### src/rtl/hough_seq_ctrl.sv
// Frame-level sequencer for the Hough datapath: clears the accumulator,
// streams one raster frame of pixels for voting, then scans the accumulator out.
module hough_seq_ctrl #(
  parameter int WIDTH     = 64,
  parameter int HEIGHT    = 64,
  parameter int HBLANK    = 4,
  parameter int ACC_DEPTH = 256
) (
  input  logic       clk_i,
  input  logic       rst_ni,
  input  logic       start_i,
  input  logic       abort_i,
  input  logic       hold_i,
  output logic       busy_o,
  output logic       done_o,
  output logic       frame_o,
  output logic       line_o,
  output logic       pixel_req_o,
  output logic [7:0] col_o,
  output logic [7:0] row_o,
  output logic       acc_clr_o,
  output logic       acc_rd_o,
  output logic [7:0] acc_addr_o,
  output logic [7:0] frame_count_o
);

  // state  | meaning
  // IDLE   | waiting for start, counters at zero
  // CLEAR  | writing zero to every accumulator bin
  // VOTE   | one pixel per non-held cycle along the current line
  // HBLANK | idle gap between lines
  // SCAN   | reading every accumulator bin out
  // DONE   | one-cycle end-of-pass marker
  typedef enum logic [2:0] {
    S_IDLE, S_CLEAR, S_VOTE, S_HBLANK, S_SCAN, S_DONE
  } state_t;

  localparam logic [7:0] COL_LAST   = 8'(WIDTH - 1);
  localparam logic [7:0] ROW_LAST   = 8'(HEIGHT - 1);
  localparam logic [7:0] ADDR_LAST  = 8'(ACC_DEPTH - 1);
  localparam logic [7:0] BLANK_LOAD = (HBLANK > 0) ? 8'(HBLANK - 1) : 8'd0;

  state_t     state_q, state_d;
  logic [7:0] col_q, col_d;
  logic [7:0] row_q, row_d;
  logic [7:0] addr_q, addr_d;
  logic [7:0] blank_q, blank_d;
  logic [7:0] fcnt_q, fcnt_d;

  always_ff @(posedge clk_i or negedge rst_ni) begin
    if (!rst_ni) begin
      state_q <= S_IDLE;
      col_q   <= '0;
      row_q   <= '0;
      addr_q  <= '0;
      blank_q <= '0;
      fcnt_q  <= '0;
    end else begin
      state_q <= state_d;
      col_q   <= col_d;
      row_q   <= row_d;
      addr_q  <= addr_d;
      blank_q <= blank_d;
      fcnt_q  <= fcnt_d;
    end
  end

  always_comb begin
    state_d = state_q;
    col_d   = col_q;
    row_d   = row_q;
    addr_d  = addr_q;
    blank_d = blank_q;
    fcnt_d  = fcnt_q;
    if (abort_i) begin
      state_d = S_IDLE;
      col_d   = '0;
      row_d   = '0;
      addr_d  = '0;
      blank_d = '0;
    end else begin
      unique case (state_q)
        S_IDLE: begin
          col_d   = '0;
          row_d   = '0;
          addr_d  = '0;
          blank_d = '0;
          if (start_i) state_d = S_CLEAR;
        end
        S_CLEAR: begin
          if (addr_q == ADDR_LAST) begin
            state_d = S_VOTE;
            addr_d  = '0;
            col_d   = '0;
            row_d   = '0;
          end else begin
            addr_d = addr_q + 8'd1;
          end
        end
        S_VOTE: begin
          if (!hold_i) begin
            if (col_q == COL_LAST) begin
              col_d = '0;
              if (row_q == ROW_LAST) begin
                state_d = S_SCAN;
                row_d   = '0;
              end else if (HBLANK == 0) begin
                row_d = row_q + 8'd1;
              end else begin
                state_d = S_HBLANK;
                blank_d = BLANK_LOAD;
              end
            end else begin
              col_d = col_q + 8'd1;
            end
          end
        end
        S_HBLANK: begin
          if (!hold_i) begin
            if (blank_q == 8'd0) begin
              state_d = S_VOTE;
              row_d   = row_q + 8'd1;
            end else begin
              blank_d = blank_q - 8'd1;
            end
          end
        end
        S_SCAN: begin
          if (!hold_i) begin
            if (addr_q == ADDR_LAST) begin
              state_d = S_DONE;
              addr_d  = '0;
              fcnt_d  = fcnt_q + 8'd1;
            end else begin
              addr_d = addr_q + 8'd1;
            end
          end
        end
        S_DONE:  state_d = S_IDLE;
        default: state_d = S_IDLE;
      endcase
    end
  end

  // Hold only gates the transfer strobes; position outputs stay frozen.
  assign busy_o        = (state_q != S_IDLE);
  assign done_o        = (state_q == S_DONE);
  assign pixel_req_o   = (state_q == S_VOTE) && !hold_i;
  assign line_o        = pixel_req_o && (col_q == 8'd0);
  assign frame_o       = line_o && (row_q == 8'd0);
  assign acc_clr_o     = (state_q == S_CLEAR);
  assign acc_rd_o      = (state_q == S_SCAN) && !hold_i;
  assign col_o         = col_q;
  assign row_o         = row_q;
  assign acc_addr_o    = addr_q;
  assign frame_count_o = fcnt_q;

endmodule

### config.mk
export PLATFORM = sky130hd
export DESIGN_NAME = hough_seq_ctrl
export DESIGN_NICKNAME = d
export VERILOG_FILES = /design/src/rtl/hough_seq_ctrl.sv
export SDC_FILE = /design/constraint.sdc
export NUM_CORES = 1
export LEC_CHECK = 0
export ABC_CLOCK_PERIOD_IN_PS = 2800
export CAP_MARGIN = 10
export CORE_MARGIN = 8
export CORE_UTILIZATION = 53
export DETAILED_ROUTE_END_ITERATION = 16
export PLACE_DENSITY = 0.78
export SYNTH_ARGS = -nofsm -noshare
export SYNTH_HDL_FRONTEND = slang
export SYNTH_SLANG_ARGS = --single-unit
### constraint.sdc
create_clock -name clk_i -period 2.8 [get_ports clk_i]
set_clock_uncertainty 0.15 [all_clocks]
set_input_delay 0.28 -clock clk_i [delete_from_list [all_inputs] [get_ports clk_i]]
set_output_delay 0.28 -clock clk_i [all_outputs]
set_load 0.005 [all_outputs]
[Yosys cells after proc, flatten, opt, wreduce, memory -nomap -nowiden]
Index checks and enable logic that the tools add are counted.
Operators by class
  eq/ne operators: 19
  multiplexer cells: 34
  reductions and logical operators: 20
  add/sub/neg operators: 5
  bitwise gates (word level): 2
Operators by type and width (count)
  two-way mux 8 bit: 19
  case mux 8 bit (3 select lines): 3
  adder 8 x 1 -> 8 bit (second input constant): 4
  case mux 8 bit (4 select lines): 1
  two-way mux 3 bit: 10
  != test 3 bit (second input constant): 10
  logical NOT 8 bit: 3
  equality test 8 x 6 -> 1 bit (second input constant): 2
  case mux 3 bit (5 select lines): 1
  nonzero test 4 bit: 3
  equality test 8 bit (second input constant): 1
  AND reduction 8 bit: 1
  subtractor 8 x 1 -> 8 bit (second input constant): 1
  AND reduction 7 bit: 1
  equality test 3 x 2 -> 1 bit (second input constant): 2
  equality test 3 bit (second input constant): 2
  AND reduction 6 bit: 1
  nonzero test 5 bit: 1
  logical AND 1 bit: 4
  AND reduction 4 bit: 1
  equality test 3 x 1 -> 1 bit (second input constant): 1
  logical NOT 3 bit: 1
  != test 3 x 2 -> 1 bit (second input constant): 1
  AND reduction 3 bit: 1
  other kinds (4): 5
Storage, ports and cells
  output and inout port bits: 39
  bits in registers: 43
  word-level logic and storage cells: 86
  bits of input ports: 5

[Longest topological paths before layout]
  word-level depth: 6
  mapped depth: 7
  gate-level depth less buffers: 6

[Worst setup path before layout]
Ideal clock, no wire load.
  path type: input-to-reg
  start: input abort_i
  end: register state_q[0]
  setup time: 0.128 ns
  data required time: 2.522 ns
  cell stages on the path: 7
  arrival: 1.911 ns
  buffers on the path: 2
  slack: 0.611 ns
  cell sequence: buf_4 -> or4b_1 -> buf_2 -> a41o_1 -> o211a_2 -> o211ai_2 -> mux2_1
Between the ends
  word-level cells in the longest chain between the ends: 2
  elaborated cells between the ends (all ways): 10
  classes of those cells: eq/ne (8); mux (1); reduce/logical (1)
Ends and longest elaborated chain
  start, declared: line 12  | input logic abort_i,
  != test 3 bit (no line) or != test 3 x 2 -> 1 bit (tied branches)
  AND reduction 8 bit (no line)
  end signal, assigned: line 59  | state_q <= state_d;
  end, declared: line 43  | state_t state_q, state_d;
Parallel ways exist; a longest one is shown, timed or not.
A chain may end at the register's enable or synchronous reset.

[Worst setup path in the final report]
  start: register state_q[1]
  end: output frame_o
Between the ends
  word-level cells in the longest chain between the ends: 4
Ends and longest elaborated chain
  equality test 3 x 2 -> 1 bit: line 148  | assign pixel_req_o = (state_q == S_VOTE) && !hold_i;
  logical AND 1 bit: line 148
  logical AND 1 bit: line 149  | assign line_o = pixel_req_o && (col_q == 8'd0);
  logical AND 1 bit: line 150  | assign frame_o = line_o && (row_q == 8'd0);
  end, declared: line 16  | output logic frame_o,
Every way passes these cells.

==> metrics <==
Clock Tree Buf Depth 2; CTS resizes 0; max_cap viols 0; Required @ worst endpoint 2.37 ns; final setup fails 0; clk_lat worst skew 0.29 ns; cts bufs inserted 5; synth top area cells dfrtp_1, o21ai_0, ha_1; CTS tree built; Die W 84.89 um; critical path type reg -> out; Initial Utilization 53.96%; violated checks hold timing; Worst-path clk slew 0.08 ns; Post-synth EDFFs 0; largest net degree at the start of global routing 44; FF-to-FF path depth 6; Post-Syn Nets 283; drt total wl 5922 um; I/O Buffers 43; Post-synth top flop dfrtp_1; final hold viol count 43; Floorplan Core Area 4661 um^2; # diodes 0; Total Nets Final 337; total die area 7205 um^2; top cells by count, synth dfrtp_1, nor2_1, o21ai_0; async set-reset flop share out of synthesis 100.0%; Yosys cell types 57; unrepaired setup endpoints after global routing false; share of the synthesized area in the top cell type 42.79%; Setup crit start state_q[1]$_DFFE_PN0P_; Die Span Y 84.89 um; maximum VDD drop 0.5561 mV; #FFs+latches synth 43; H-tree levels 2; num rows 25; first-pass GRT wire length 10200 um; design area 3174 um^2; reg2reg start col_o[0]$_DFFE_PN0P_; Leak 0.001432 uW; Synth Cell Area 2515 um^2; drt wl/cell 15.63 um; Hold Buf Count CTS 0; count leader, synth dfrtp_1; Achievable Freq 373.1 MHz; CP Data Arrival Time 2.25 ns; post-CTS setup buffer count 0; yosys warns 0; initial antenna violation count 0; Hold WS -0.02315 ns; number of global-route vias before repair 2249; setup TNS 0 ns; fin crit period 2.680 ns; Slew headroom 36.54%; share of layout cells above drive strength 1 10.46%; Via Count 2261; PD cells 682.4 nW/um^2; r2r endpoint blank_q[1]$_DFFE_PN0P_; DR DRC count 0; CTS Sinks 43; CP Max Fanout 8; status finished, violations left; final slew viol count 0; vias per inst 5.966; worst reg-to-reg setup slack 0.32 ns; placer congestion estimate 0.8758; Worst setup EP type output port; synthesis-to-finish area growth 26.22%; worst-margin pin slew 0.9519 ns; area leader, netlist dfrtp_1; GRT Residual Overflow 0; dpl cell area 3055 um^2; 1st-pass router iterations 4; CP Launch Type flop; clock root cell clkbuf_8; DRT iter0 DRCs 113; sequential area share after synthesis 42.79%; CP endpoint frame_o; synthesized area per cell 9.314 um^2; cells after synthesis 270; ANT nets after route 0; HP Class in -> async; GR Util All Layers 17.14%; final worst-path cycle share 95.72%; # IOs 44; DP Wirelength 4302 um
layout by cell type, fill, tap and decap left out, drive strengths merged, types with 7 or more instances in the layout:
| master | instances |
|---|---|
| dfrtp | 43 |
| clkdlybuf4s50 | 42 |
| o21ai | 31 |
| nor2 | 26 |
| nand2 | 21 |
| and3 | 14 |
| inv | 13 |
| buf | 11 |
| nor3 | 10 |
| a21oi | 9 |
| ha | 8 |
| nand3 | 7 |
| a31oi | 7 |
flip-flops by register name (all words and copies together), names as in the netlist:
register,count
blank_q,8
row_o,8
col_o,8
state_q,3
frame_count_o,8
acc_addr_o,8
through the flow:
stage	instances	util (%)	total power [uW]	hold WS [ns]	setup WS, ns
2_1_floorplan	270	-	1366	-0.1656	0.6113
3_3_place_gp	371	65.56	1639	0.3057	0.3134
3_5_place_dp	371	65.56	1658	0.3124	0.2485
4_1_cts	379	68.08	2172	0.01150	0.05323
5_1_grt	379	68.11	2312	0.06291	0.01451
6_report	379	68.11	2166	-0.02315	0.1199
per-layer routing:
| metal | part of all wire [%] | track usage (%) |
|---|---|---|
| met1 | 44 | 20.60 |
| met2 | 49 | 28.78 |
| met4 | 1.0 | 5.987 |
| met5 | 0 | 0 |
| met3 | 6.0 | 4.633 |
where the power goes:
group	switching (uW)	internal, uW
clock	218	289
sequential	94.2	701
combinational	492	371
total	805	1360
worst min path at each step:
| stage | startpoint | to | slack (ns) | cells past startpoint |
|---|---|---|---|---|
| finish | rst_ni | frame_count_o[3]$_DFFE_PN0P_ | -0.02 | 1 |
| global route | rst_ni | frame_count_o[3]$_DFFE_PN0P_ | 0.06 | 1 |
| CTS | rst_ni | frame_count_o[4]$_DFFE_PN0P_ | 0.01 | 1 |
| detailed placement | frame_count_o[7]$_DFFE_PN0P_ | frame_count_o[7]$_DFFE_PN0P_ | 0.31 | 1 |
| global placement | frame_count_o[7]$_DFFE_PN0P_ | frame_count_o[7]$_DFFE_PN0P_ | 0.31 | 1 |
| floorplan | rst_ni | acc_addr_o[0]$_DFFE_PN0P_ | -0.17 | 0 |
critical path: stages, from the launching register on:
cell             delay (ns)
dfrtp_2                0.44
or3b_1                 0.41
nor2_1                 0.17
and4b_1                0.25
and4b_1                0.19
clkdlybuf4s50_1        0.51
cell type report:
| class | count | area, um^2 |
|---|---|---|
| Fill cell | 386 | 1486 |
| Multi-Input combinational cell | 208 | 1363 |
| Sequential cell | 43 | 1077 |
| Timing Repair Buffer | 53 | 500.5 |
| Clock buffer | 6 | 82.58 |
| Tap cell | 54 | 67.56 |
| Inverter | 13 | 48.80 |
| Clock inverter | 2 | 35.03 |
cell families after synthesis:
logic type               count (synthesis)  synth area share, %
adder cells (fa/ha/maj)                  8                3.980
multiplexers                             6                2.587
AND/OR/NAND/NOR                        116                26.72
buffers and inverters                   19                3.035
AO/OA/AOI/OAI                           71                18.46
XOR/XNOR                                 7                2.438
flip-flops                              43                42.79
(Power assumes the default switching activity.)
